`src/rtl/sdram_arbiter_if.sv`:
```
// Command-bus bundle between the SDRAM sub-modules (slave side) and the arbiter (master side).
interface sdram_arbiter_if #(
  parameter int ADDR_BITS = 12,
  parameter int BA_BITS   = 2
);
  logic                 init_done;
  logic [3:0]           init_cmd;
  logic [ADDR_BITS-1:0] init_addr;
  logic                 aref_req, aref_done, aref_en;
  logic [3:0]           aref_cmd;
  logic [ADDR_BITS-1:0] aref_addr;
  logic                 wr_req, wr_done, wr_en;
  logic [3:0]           wr_cmd;
  logic [ADDR_BITS-1:0] wr_addr;
  logic [BA_BITS-1:0]   wr_ba;
  logic                 rd_req, rd_done, rd_en;
  logic [3:0]           rd_cmd;
  logic [ADDR_BITS-1:0] rd_addr;
  logic [BA_BITS-1:0]   rd_ba;
  logic [3:0]           sdram_cmd;
  logic [ADDR_BITS-1:0] sdram_addr;
  logic [BA_BITS-1:0]   sdram_ba;
  logic [2:0]           arb_state;

  modport master (
    input  init_done, init_cmd, init_addr,
    input  aref_req, aref_done, aref_cmd, aref_addr,
    input  wr_req, wr_done, wr_cmd, wr_addr, wr_ba,
    input  rd_req, rd_done, rd_cmd, rd_addr, rd_ba,
    output aref_en, wr_en, rd_en,
    output sdram_cmd, sdram_addr, sdram_ba, arb_state
  );

  modport slave (
    output init_done, init_cmd, init_addr,
    output aref_req, aref_done, aref_cmd, aref_addr,
    output wr_req, wr_done, wr_cmd, wr_addr, wr_ba,
    output rd_req, rd_done, rd_cmd, rd_addr, rd_ba,
    input  aref_en, wr_en, rd_en,
    input  sdram_cmd, sdram_addr, sdram_ba, arb_state
  );
endinterface

```
`src/rtl/sdram_arbiter.sv`:
```
// SDRAM command-bus arbiter: refresh > write > read, grant held until done.
// Define SDRAM_ARB_RR_EN to alternate write/read when both request together.
module sdram_arbiter #(
  parameter int         ADDR_BITS = 12,
  parameter int         BA_BITS   = 2,
  parameter logic [3:0] NOP_CMD   = 4'b0111
) (
  input logic           sdram_clk,
  input logic           rst_n,
  sdram_arbiter_if.master bus
);

  typedef enum logic [2:0] {
    INIT  = 3'd0,
    ARBIT = 3'd1,
    AREF  = 3'd2,
    WRITE = 3'd3,
    READ  = 3'd4
  } state_t;

  state_t state, nxt;
  logic   aref_pend;
  logic   prefer_rd;

`ifdef SDRAM_ARB_RR_EN
  logic last_wr;

  always_ff @(posedge sdram_clk or negedge rst_n)
    if (!rst_n)                           last_wr <= 1'b0;
    else if (state == ARBIT && nxt == WRITE) last_wr <= 1'b1;
    else if (state == ARBIT && nxt == READ)  last_wr <= 1'b0;

  assign prefer_rd = last_wr;
`else
  assign prefer_rd = 1'b0;
`endif

  always_ff @(posedge sdram_clk or negedge rst_n)
    if (!rst_n) state <= INIT;
    else        state <= nxt;

  always_comb begin
    nxt = state;
    case (state)
      INIT:  if (bus.init_done) nxt = ARBIT;
      ARBIT: begin
        if (aref_pend || bus.aref_req)                     nxt = AREF;
        else if (bus.wr_req && !(bus.rd_req && prefer_rd)) nxt = WRITE;
        else if (bus.rd_req)                               nxt = READ;
      end
      AREF:  if (bus.aref_done) nxt = ARBIT;
      WRITE: if (bus.wr_done)   nxt = ARBIT;
      READ:  if (bus.rd_done)   nxt = ARBIT;
      default: nxt = INIT;
    endcase
  end

  // Clear only happens out of ARBIT, so clear beats a coincident request there;
  // a request seen during AREF itself re-arms for another refresh.
  always_ff @(posedge sdram_clk or negedge rst_n)
    if (!rst_n)                             aref_pend <= 1'b0;
    else if (state == ARBIT && nxt == AREF) aref_pend <= 1'b0;
    else if (bus.aref_req && state != INIT) aref_pend <= 1'b1;

  always_ff @(posedge sdram_clk or negedge rst_n)
    if (!rst_n) begin
      bus.aref_en <= 1'b0;
      bus.wr_en   <= 1'b0;
      bus.rd_en   <= 1'b0;
    end else begin
      bus.aref_en <= (state == ARBIT) && (nxt == AREF);
      bus.wr_en   <= (state == ARBIT) && (nxt == WRITE);
      bus.rd_en   <= (state == ARBIT) && (nxt == READ);
    end

  // Output mux is gated by rst_n so the pins idle while reset is held.
  always_comb begin
    bus.sdram_cmd  = NOP_CMD;
    bus.sdram_addr = '0;
    bus.sdram_ba   = '0;
    if (rst_n) begin
      case (state)
        INIT:  begin bus.sdram_cmd = bus.init_cmd; bus.sdram_addr = bus.init_addr; end
        AREF:  begin bus.sdram_cmd = bus.aref_cmd; bus.sdram_addr = bus.aref_addr; end
        WRITE: begin
          bus.sdram_cmd  = bus.wr_cmd;
          bus.sdram_addr = bus.wr_addr;
          bus.sdram_ba   = bus.wr_ba;
        end
        READ:  begin
          bus.sdram_cmd  = bus.rd_cmd;
          bus.sdram_addr = bus.rd_addr;
          bus.sdram_ba   = bus.rd_ba;
        end
        default: ;
      endcase
    end
  end

  assign bus.arb_state = state;

endmodule

```
`src/flat_wrapper.sv`:
```
// flat-port wrapper written by rule: the top's interface ports become plain ports
module sdram_arbiter_flat 
#(
  parameter int         ADDR_BITS = 12,
  parameter int         BA_BITS   = 2,
  parameter logic [3:0] NOP_CMD   = 4'b0111
)
  (sdram_clk, rst_n, bus_init_done, bus_init_cmd, bus_init_addr, bus_aref_req, bus_aref_done, bus_aref_cmd, bus_aref_addr, bus_wr_req, bus_wr_done, bus_wr_cmd, bus_wr_addr, bus_wr_ba, bus_rd_req, bus_rd_done, bus_rd_cmd, bus_rd_addr, bus_rd_ba, bus_aref_en, bus_wr_en, bus_rd_en, bus_sdram_cmd, bus_sdram_addr, bus_sdram_ba, bus_arb_state);
  sdram_arbiter_if #(.ADDR_BITS(ADDR_BITS), .BA_BITS(BA_BITS)) bus_i ();
  input logic sdram_clk;
  input logic rst_n;
  input wire logic [$bits(bus_i.init_done)-1:0] bus_init_done;
  input wire logic [$bits(bus_i.init_cmd)-1:0] bus_init_cmd;
  input wire logic [$bits(bus_i.init_addr)-1:0] bus_init_addr;
  input wire logic [$bits(bus_i.aref_req)-1:0] bus_aref_req;
  input wire logic [$bits(bus_i.aref_done)-1:0] bus_aref_done;
  input wire logic [$bits(bus_i.aref_cmd)-1:0] bus_aref_cmd;
  input wire logic [$bits(bus_i.aref_addr)-1:0] bus_aref_addr;
  input wire logic [$bits(bus_i.wr_req)-1:0] bus_wr_req;
  input wire logic [$bits(bus_i.wr_done)-1:0] bus_wr_done;
  input wire logic [$bits(bus_i.wr_cmd)-1:0] bus_wr_cmd;
  input wire logic [$bits(bus_i.wr_addr)-1:0] bus_wr_addr;
  input wire logic [$bits(bus_i.wr_ba)-1:0] bus_wr_ba;
  input wire logic [$bits(bus_i.rd_req)-1:0] bus_rd_req;
  input wire logic [$bits(bus_i.rd_done)-1:0] bus_rd_done;
  input wire logic [$bits(bus_i.rd_cmd)-1:0] bus_rd_cmd;
  input wire logic [$bits(bus_i.rd_addr)-1:0] bus_rd_addr;
  input wire logic [$bits(bus_i.rd_ba)-1:0] bus_rd_ba;
  output wire logic [$bits(bus_i.aref_en)-1:0] bus_aref_en;
  output wire logic [$bits(bus_i.wr_en)-1:0] bus_wr_en;
  output wire logic [$bits(bus_i.rd_en)-1:0] bus_rd_en;
  output wire logic [$bits(bus_i.sdram_cmd)-1:0] bus_sdram_cmd;
  output wire logic [$bits(bus_i.sdram_addr)-1:0] bus_sdram_addr;
  output wire logic [$bits(bus_i.sdram_ba)-1:0] bus_sdram_ba;
  output wire logic [$bits(bus_i.arb_state)-1:0] bus_arb_state;
  assign bus_i.init_done = bus_init_done;
  assign bus_i.init_cmd = bus_init_cmd;
  assign bus_i.init_addr = bus_init_addr;
  assign bus_i.aref_req = bus_aref_req;
  assign bus_i.aref_done = bus_aref_done;
  assign bus_i.aref_cmd = bus_aref_cmd;
  assign bus_i.aref_addr = bus_aref_addr;
  assign bus_i.wr_req = bus_wr_req;
  assign bus_i.wr_done = bus_wr_done;
  assign bus_i.wr_cmd = bus_wr_cmd;
  assign bus_i.wr_addr = bus_wr_addr;
  assign bus_i.wr_ba = bus_wr_ba;
  assign bus_i.rd_req = bus_rd_req;
  assign bus_i.rd_done = bus_rd_done;
  assign bus_i.rd_cmd = bus_rd_cmd;
  assign bus_i.rd_addr = bus_rd_addr;
  assign bus_i.rd_ba = bus_rd_ba;
  assign bus_aref_en = bus_i.aref_en;
  assign bus_wr_en = bus_i.wr_en;
  assign bus_rd_en = bus_i.rd_en;
  assign bus_sdram_cmd = bus_i.sdram_cmd;
  assign bus_sdram_addr = bus_i.sdram_addr;
  assign bus_sdram_ba = bus_i.sdram_ba;
  assign bus_arb_state = bus_i.arb_state;
  sdram_arbiter #(.ADDR_BITS(ADDR_BITS), .BA_BITS(BA_BITS), .NOP_CMD(NOP_CMD)) u_core (.sdram_clk(sdram_clk), .rst_n(rst_n), .bus(bus_i));
endmodule
```
`config.mk`:
```
export PLATFORM = sky130hd
export DESIGN_NAME = sdram_arbiter_flat
export DESIGN_NICKNAME = d
export VERILOG_FILES = /design/src/rtl/sdram_arbiter_if.sv /design/src/rtl/sdram_arbiter.sv /design/src/flat_wrapper.sv
export SDC_FILE = /design/constraint.sdc
export NUM_CORES = 1
export LEC_CHECK = 0
export BUFFER_PORTS_ARGS = -buffer_cell sky130_fd_sc_hd__buf_4
export CAP_MARGIN = 20
export CORE_MARGIN = 3
export CORE_UTILIZATION = 36
export CTS_CLUSTER_DIAMETER = 60
export CTS_CLUSTER_SIZE = 20
export DETAILED_ROUTE_END_ITERATION = 7
export GPL_TIMING_DRIVEN = 1
export PLACE_DENSITY_LB_ADDON = 0.05
export SKIP_CTS_REPAIR_TIMING = 1
export SYNTH_ARGS = -nofsm -noshare
export SYNTH_HDL_FRONTEND = slang
export SYNTH_SLANG_ARGS = --single-unit
```
`constraint.sdc`:
```
create_clock -name sdram_clk -period 1.5 [get_ports sdram_clk]
set_input_delay 0.075 -clock sdram_clk [delete_from_list [all_inputs] [get_ports sdram_clk]]
set_output_delay 0.075 -clock sdram_clk [all_outputs]
set_load 0.03 [all_outputs]
```
==> impl_results.md <==
* Largest net degree at the start of global routing at 26
* Largest cells by area after synthesis: mux2i_1, dfrtp_1, o22ai_1
* Post-layout net count at 298
* Share of layout cells above drive strength 1 at 62.3%
* I/O Buffers at 100
* Ys Warns at 0
* First-pass GRT wire length at 5460 µm
* Hold depth at 3
* Fin. max-slew vios at 0
* Clk_lat worst skew at 0.26 ns
* Placed Area at 0.00180 mm²
* DR vias/cell at 5.24
* H-tree depth at 1
* Diodes inserted at 0
* Slew headroom at 77.8%
* Final instance area at 0.00191 mm²
* Area Overhead vs Synth at 88.4%
* Skew final at 0.00406 ns
* Starting Density at 39.4%
* Worst Hold End: u_core.bus.rd_en
* Post-Syn Instances at 118
* Clock Pin Slew Worst Setup and Hold Paths at 0.06 ns
* CP Launch Type: flop
* Yosys top cell area share at 26.7%
* Vert. Die Dim at 59.0 µm
* GPL Wtd Cong at 0.677
* Final HPWL from detailed placement at 2860 µm
* Required time of the critical path at 1.42 ns
* Chip Width at 59.0 µm
* DRC violations left at 0
* Vias in the first global route at 1333
* Leading area contributor after synthesis: mux2i_1
* Worst-margin pin slew at 0.330 ns
* Hold Startpoint: bus_rd_req
* Post-route setup slack at -0.111 ns
* Tightest Hold Check Type: in -> reg
* Filler cell count in the final layout at 202
* Remaining antenna violation count at 0
* Reg2reg start: u_core.bus.arb_state[0]
* Setup CP Type: reg -> out
* Register area at 178 µm²
* R2R Path End: u_core.bus.wr_en
* Multi-input logic area at 818 µm²
* Number of max-cap violations at 0
* Reg2Reg Setup Slack at 0.10 ns
* Seq/Total Area, Yosys at 17.3%
* Total grt overflow at 0
* R2r worst-path depth at 4
* Mapped Area at 0.00101 mm²
* Worst Path Max Fanout at 5
* Syn_nets at 195
* # setup viols final at 16
* TritonCTS clock tree: built
* Drt total wl at 3540 µm
* Setup TNS at -1.09 ns
* WP data arrival at 1.54 ns
* Die ar. at 0.00348 mm²
* FF+latch count, synth at 7
* Sinks on Clock Net at 7
* Ys flop type: dfrtp_1
* Most common cell after layout, fill and taps aside: buf_4
* RSZ-0062 raised after global routing: yes
* WL/cell at 14.2 µm
* Kind of end point of the critical path: output pin
* Row count at 18
* Root Driver: clkbuf_4
* Core area at 0.00257 mm²
* Via count of the routed design at 1311
* Outcome: finished, violations left
* Worst IR drop on VDD at 0.00102 V
* P_leak at 0.912 nW
* Power Density at 1390 mW/mm²
* Failing checks: negative setup slack
* Period minus WS final at 1.61 ns
* Number of synthesized flops with an enable pin at 0
* Total CTS buffers at 3
* Fin. Hold Viols at 0
* Fmax at 621 MHz
* Commonest cells after routing, fill and taps aside: buf_4, mux2i_1, o22ai_1, and2_2
* IO Count at 101
* Initial antenna violation count at 0
* Syn Area/Cell at 8.58 µm²
* Drt first pass iters at 3
* Tot GR Track Use at 19.9%
* Netlist cell types at 33
* Clk buf depth at 2
* DR iter-0 viols at 29
* Post-synth ARST share at 100%
* Final Cycle Share at 107%
## through the flow
step | utilization (%) | power, mW | setup slack (ns) | hold slack, ns | instances
after floorplan | - | 1.74 | 0.0167 | -0.221 | 118
after global placement | 70.1 | 2.29 | 0.0151 | -0.0417 | 243
after detailed placement | 70.1 | 2.32 | -0.0261 | -0.0402 | 243
after CTS | 71.1 | 2.51 | -0.312 | -0.320 | 247
after global routing | 74.3 | 2.84 | -0.197 | 0.104 | 250
final | 74.3 | 2.65 | -0.111 | 0.0785 | 250
## logic make-up (layout without fill, tap and decap cells)
kind of cell | Yosys count | in the layout | share of synthesized area (%)
flip-flops | 7 | 7 | 17.3
multiplexers | 31 | 31 | 31.1
AO/OA/AOI/OAI | 26 | 26 | 16.9
buffers and inverters | 11 | 113 | 7.91
AND/OR/NAND/NOR | 43 | 43 | 26.7
## synth_stat cells (2+ instances only)
library cell,count
buf_4,3
buf_6,3
buf_2,4
nand2_1,5
o21ai_0,2
nor2b_1,2
mux2i_1,27
dfrtp_1,7
mux2_2,2
o22ai_1,15
nor2_1,4
a21boi_0,2
a21oi_1,2
nand3_1,4
nand2b_1,4
mux2_1,2
or2_1,2
and2_1,13
## how the worst max path moves through the flow
| stage | startpoint | to |
|---|---|---|
| floorplan | u_core.bus.arb_state[2] | bus_sdram_addr[3] |
| global placement | u_core.bus.arb_state[0] | bus_sdram_cmd[0] |
| finish | u_core.bus.arb_state[2] | bus_sdram_cmd[1] |
| detailed placement | u_core.bus.arb_state[0] | bus_sdram_cmd[0] |
| CTS | u_core.bus.arb_state[0] | bus_sdram_cmd[0] |
| global route | u_core.bus.arb_state[2] | bus_sdram_cmd[1] |
## sequential cells by signal (all words and copies together), names as in the netlist
| name | flops |
|---|---|
| u_core.aref_pend | 1 |
| u_core.bus.wr_en | 1 |
| u_core.bus.arb_state | 3 |
| u_core.bus.aref_en | 1 |
| u_core.bus.rd_en | 1 |
## worst max-delay path, cell delays in order, from the launching register on
cell     delay [ns]
dfrtp_2        0.43
buf_4          0.16
mux2_1         0.31
o22ai_1        0.13
nand2_1        0.09
buf_6          0.15
## routing by layer
| metal | wire, µm | up-vias | share of wire, % | track usage [%] |
|---|---|---|---|---|
| li1 | - | 642 | - | - |
| met1 | 1300 | 602 | 37 | 21.1 |
| met2 | 1860 | 65 | 53 | 37.9 |
| met3 | 356 | 2 | 10 | 6.75 |
| met4 | 22 | 0 | 0.62 | 3.88 |
| met5 | 0 | - | 0 | 0 |
## power by group
| group | leakage (nW) | switching, mW | internal, mW |
|---|---|---|---|
| sequential | 0.0890 | 0.0547 | 0.257 |
| clock | 0.0150 | 0.0767 | 0.102 |
| combinational | 0.808 | 1.14 | 1.02 |
## cell type report
type	instances	area share (%)
multi-input combinational	100	42.9
timing repair buffer	109	44.4
tap	30	1.97
sequential	7	9.32
clock buffer	4	1.38
Power figures use the tool's default switching activity.
